`src/rtl/prng_arbiter.sv`:
```
// Shares one lfsr_prng output stream among NREQ consumers: warm-up discard,
// rejection sampling into [0, LIMIT) with bounded retries, round-robin grants.
module prng_arbiter #(
  parameter int NREQ   = 4,
  parameter int RW     = 3,
  parameter int LIMIT  = 6,
  parameter int MAXTRY = 4,
  parameter int WARMUP = 16
) (
  input  logic            clk,
  input  logic            rst_l,
  input  logic [RW-1:0]   rnd_i,
  input  logic [NREQ-1:0] req_i,
  output logic [NREQ-1:0] gnt_o,
  output logic [RW-1:0]   rnd_o,
  output logic            ready_o
);

  localparam int PW = (NREQ > 1) ? $clog2(NREQ) : 1;
  localparam logic [RW:0]   LIMIT_W  = (RW+1)'(LIMIT);
  localparam logic [RW-1:0] FALLBACK = RW'(LIMIT - 1);
  localparam logic [3:0]    TRY_LAST = 4'(MAXTRY - 1);
  localparam logic [7:0]    WU_LAST  = 8'(WARMUP - 1);
  localparam logic [PW-1:0] PTR_LAST = PW'(NREQ - 1);

  typedef enum logic {
    ST_WARMUP,
    ST_RUN
  } state_t;

  state_t          state;
  logic [NREQ-1:0] pend;
  logic [PW-1:0]   rr_ptr;
  logic [3:0]      try_cnt;
  logic [7:0]      wu_cnt;

  logic [NREQ-1:0] eff;
  logic [NREQ-1:0] gnt_vec;
  logic            win_valid;
  logic [PW-1:0]   win_idx;
  logic            accept;
  logic            fallback;
  logic            do_grant;
  logic [RW-1:0]   gnt_val;

  // First set bit of e at or after ptr, wrapping; MSB of result flags a hit.
  function automatic logic [PW:0] find_winner(input logic [NREQ-1:0] e,
                                              input logic [PW-1:0]   ptr);
    logic          found;
    logic [PW-1:0] best;
    logic [PW-1:0] idx_l;
    int            idx;
    found = 1'b0;
    best  = '0;
    for (int k = 0; k < NREQ; k++) begin
      idx = int'(ptr) + k;
      if (idx >= NREQ) idx = idx - NREQ;
      idx_l = PW'(idx);
      if (!found && e[idx_l]) begin
        found = 1'b1;
        best  = idx_l;
      end
    end
    return {found, best};
  endfunction

  assign eff                  = pend | req_i;
  assign {win_valid, win_idx} = find_winner(eff, rr_ptr);
  assign accept               = ({1'b0, rnd_i} < LIMIT_W);
  assign fallback             = !accept && (try_cnt == TRY_LAST);
  assign do_grant             = (state == ST_RUN) && win_valid && (accept || fallback);
  assign gnt_vec              = do_grant ? (NREQ'(1) << win_idx) : '0;
  assign gnt_val              = accept ? rnd_i : FALLBACK;

  // A request pulsed while already pending folds into the same pend bit;
  // the winner's bit is consumed by the grant it receives.
  always_ff @(posedge clk or negedge rst_l) begin
    if (!rst_l) begin
      state   <= ST_WARMUP;
      pend    <= '0;
      rr_ptr  <= '0;
      try_cnt <= '0;
      wu_cnt  <= '0;
      gnt_o   <= '0;
      rnd_o   <= '0;
      ready_o <= 1'b0;
    end else begin
      pend  <= eff & ~gnt_vec;
      gnt_o <= gnt_vec;
      case (state)
        ST_WARMUP: begin
          wu_cnt <= wu_cnt + 8'd1;
          if (wu_cnt == WU_LAST) begin
            state   <= ST_RUN;
            ready_o <= 1'b1;
          end
        end
        ST_RUN: begin
          if (win_valid) begin
            if (do_grant) begin
              rnd_o   <= gnt_val;
              try_cnt <= '0;
              rr_ptr  <= (win_idx == PTR_LAST) ? '0 : win_idx + PW'(1);
            end else begin
              try_cnt <= try_cnt + 4'd1;
            end
          end
        end
        default: state <= ST_WARMUP;
      endcase
    end
  end

endmodule

```
`config.mk`:
```
export PLATFORM = sky130hd
export DESIGN_NAME = prng_arbiter
export DESIGN_NICKNAME = d
export VERILOG_FILES = /design/src/rtl/prng_arbiter.sv
export SDC_FILE = /design/constraint.sdc
export NUM_CORES = 1
export LEC_CHECK = 0
export BUFFER_PORTS_ARGS = -buffer_cell sky130_fd_sc_hd__buf_2
export CORE_UTILIZATION = 59
export CTS_CLUSTER_DIAMETER = 120
export DETAILED_ROUTE_END_ITERATION = 8
export PLACE_DENSITY = 0.87
export SETUP_SLACK_MARGIN = 0.2
export SYNTH_ARGS = -nofsm -noshare
export SYNTH_HDL_FRONTEND = slang
export SYNTH_SLANG_ARGS = --single-unit
```
`constraint.sdc`:
```
create_clock -name clk -period 3.3 [get_ports clk]
set_input_delay 0.66 -clock clk [delete_from_list [all_inputs] [get_ports clk]]
set_output_delay 0.66 -clock clk [all_outputs]
set_load 0.02 [all_outputs]
```
==> results.md <==
- Largest net degree at the start of global routing: 28
- Clock Skew: between 0.003 and 0.004 ns
- Via density: 5.89
- Synthesis Warnings: 0
- Setup tns final: 0 ns
- Tcrit/Tclk final: 0.579
- Multi-input combinational cell area: approximately 580 µm²
- Ratio of cells with drive above 1 in the final layout: 0.194
- Crit-path max FO: 6
- Iteration-0 DRC Markers: 15
- Sequential Power Share: 0.515
- Worst-Margin Slew: ~0.62 ns
- First-pass GRT wire length: ~4 mm
- Number of clock sinks: 27
- CP bufs+invs: 1
- Resize count post-CTS: 0
- Peak Freq: roughly 520 MHz
- CP peak stage delay: 0.33 ns
- Final nets: 150
- Vias in the first global route: 938
- Synth unique cells: 33
- Min cycle time layout: between 1.5 and 2 ns
- Top_reg_cell synth: dfrtp_1
- Crit Path Category: in -> reg
- Worst min-delay path class: in -> async
- Syn_area_per_cell: around 11 µm²
- Cell taking the most area after synthesis: dfrtp_1
- Clk_lat worst skew: roughly 0.33 ns
- Die area: 2340 µm²
- Final hold vios: 0
- Top-area cell type share of the netlist area: 0.532
- Root buffer cell: clkbuf_4
- Antenna violations before repair: 0
- Max Cap Viol: 0
- DRC Markers: 0
- Fillers: 159
- Status: complete, no violations
- Switching share of power: 0.360
- Antenna-violating nets left: 0
- Crit path launch type: input port
- VDD IR max: just over 0.4 mV
- Seq/Total Area, Yosys: 0.532
- CP endpoint kind: flop
- Clock power share: 0.181
- Antenna cell count: 0
- Total GRT Usage: 0.226
- CP Data Required Time: around 3.5 ns
- Largest cells by area after synthesis: dfrtp_1 53%, ha_1 5.9%, xnor2_1 4.1%, nor2_1 3.3%, o21ai_0 3.2%
- Gpl congestion: 0.841
- CTS tree: yes
- Psw: slightly above 0.3 mW
- Worst slew margin: 0.582
- Layout Area Growth over Synthesis: 11.4%
- First-pass detailed-route iteration total: 4
- Hpwl dp: around 1.8 mm
- Die X: 48.4 µm
- Critical Path, Cell by Cell: buf_2 > nor2_1 > nand2_1 > a21o_1 > a21oi_1 > ha_1 > mux2_2
- Die Y: just under 50 µm
- Crit path max-delay cell type: nor2_1
- Power Internal: 0.545 mW
- Synth Instances: 114
- Post-synth EDFFs: 0
- Logic pwr share: 0.304
- Power, Total: 0.852 mW
- Leak Pwr: 0.656 nW
- CP Data Arrival Time: 2.15 ns
- Via count: approximately 950
- RSZ-0062 raised after global routing: false
- Register area: slightly below 700 µm²
- Mapped Area: 1270 µm²
- CP top delay family: simple AND/OR/NAND/NOR gates
- IO buf count: 16
- CP Depth: 7
- Share of flip-flops with an asynchronous set or reset: 1.00
- Total CTS buffers: 3
- Num ports: 17
- Setup-failing EPs final: 0
- Cts hold-fix bufs: 0
- Rows: 16
- # Post-CTS Setup Buffers: 0
- CTS clk-pin slew, worst paths: ~0.15 ns
- Core area: 2000 µm²
- Yosys reg bits: 27
- Most frequent cells after synthesis: 27 x dfrtp_1, 11 x nor2_1, 8 x o21ai_0
- Overall routed net length: ~2.3 mm
- CTS Buffer Depth: 2
- Grt total ovfl: 0
- Post-synthesis net count: 129
- Wirelength per Cell: about 14 µm
- R2R cell count: 6
- Starting Density: 0.634
- Htree depth: 1
- Final Slew Violations: 0
- Pwr/cell area: between 600 and 700 nW/µm²
- Top-count cell post-synth: dfrtp_1
==> final timing paths <==
| path | startpoint | endpoint | slack, ns |
|---|---|---|---|
| worst max-delay path | req_i[1] | rr_ptr[1] | 1.39 |
| worst min-delay path | rst_l | wu_cnt[2] | 0.29 |
| worst max register to register | pend[1] | rr_ptr[1] | 1.39 |
| worst min register to register | ready_o | ready_o | 0.49 |
| max in group asynchronous | rst_l | rr_ptr[1] | 2.64 |
| min in group clk | ready_o | ready_o | 0.49 |
==> power groups by stage <==
stage / Sequential, mW / Combinational, mW / Clock, mW
2_1_floorplan: 0.457 / 0.164 / 0
3_3_place_gp: 0.441 / 0.250 / 0
3_5_place_dp: 0.444 / 0.261 / 0
4_1_cts: 0.437 / 0.261 / 0.157
5_1_grt: 0.446 / 0.295 / 0.166
6_report: 0.439 / 0.259 / 0.154
==> cells by family after synthesis <==
kind of cell / after synthesis / share of synthesized area
fa+ha+maj: 6 / 0.0591
flops: 27 / 0.532
compound gates: 28 / 0.155
simple gates: 37 / 0.158
xor+xnor: 8 / 0.0552
mux: 3 / 0.0266
buf+inv: 5 / 0.0148
==> registers in the layout, indices dropped and copies added (netlist names) <==
name / count
rnd_o: 3
wu_cnt: 8
ready_o: 1
gnt_o: 4
try_cnt: 4
pend: 4
rr_ptr: 2
state: 1
==> area by class of cell <==
class	count	area share
multi-input combinational	82	0.407
sequential	27	0.477
clock inverter	1	0.00619
inverter	5	0.0133
clock buffer	3	0.0159
tap	27	0.0239
timing repair buffer	16	0.0566
==> metal layers <==
metal / up-vias / global-route usage / share of wire
li1: 452 / - / -
met1: 462 / 0.270 / 0.41
met2: 29 / 0.413 / 0.53
met3: 6 / 0.0283 / 0.041
met4: 0 / 0.0882 / 0.017
met5: - / 0 / 0
==> cells in the final DEF, fill, tap and decap left out, drive strengths merged, types with 2 or more instances in the layout <==
cell,netlist,routed
ha,6,6
mux2,3,3
dfrtp,27,27
nand2,7,7
nand3,5,5
nor2,12,12
clkbuf,0,3
o21ai,8,8
and3,4,4
nor4,3,3
inv,5,6
buf,0,16
o21a,2,2
xnor2,6,6
a31oi,2,2
a21o,2,2
xor2,2,2
o31ai,2,2
a21oi,4,4
==> per-stage QoR <==
| step | hold slack (ns) | utilization | instance area, µm² | setup slack (ns) | instances |
|---|---|---|---|---|---|
| 2_1_floorplan | 0.364 | - | 1270 | 1.32 | 114 |
| 3_3_place_gp | 0.456 | 0.691 | 1380 | 1.14 | 157 |
| 3_5_place_dp | 0.465 | 0.691 | 1380 | 1.05 | 157 |
| 4_1_cts | 0.313 | 0.707 | 1420 | 1.41 | 161 |
| 5_1_grt | 0.336 | 0.707 | 1420 | 1.29 | 161 |
| 6_report | 0.288 | 0.707 | 1420 | 1.39 | 161 |
Note: power is estimated with default switching activity, not from simulation.
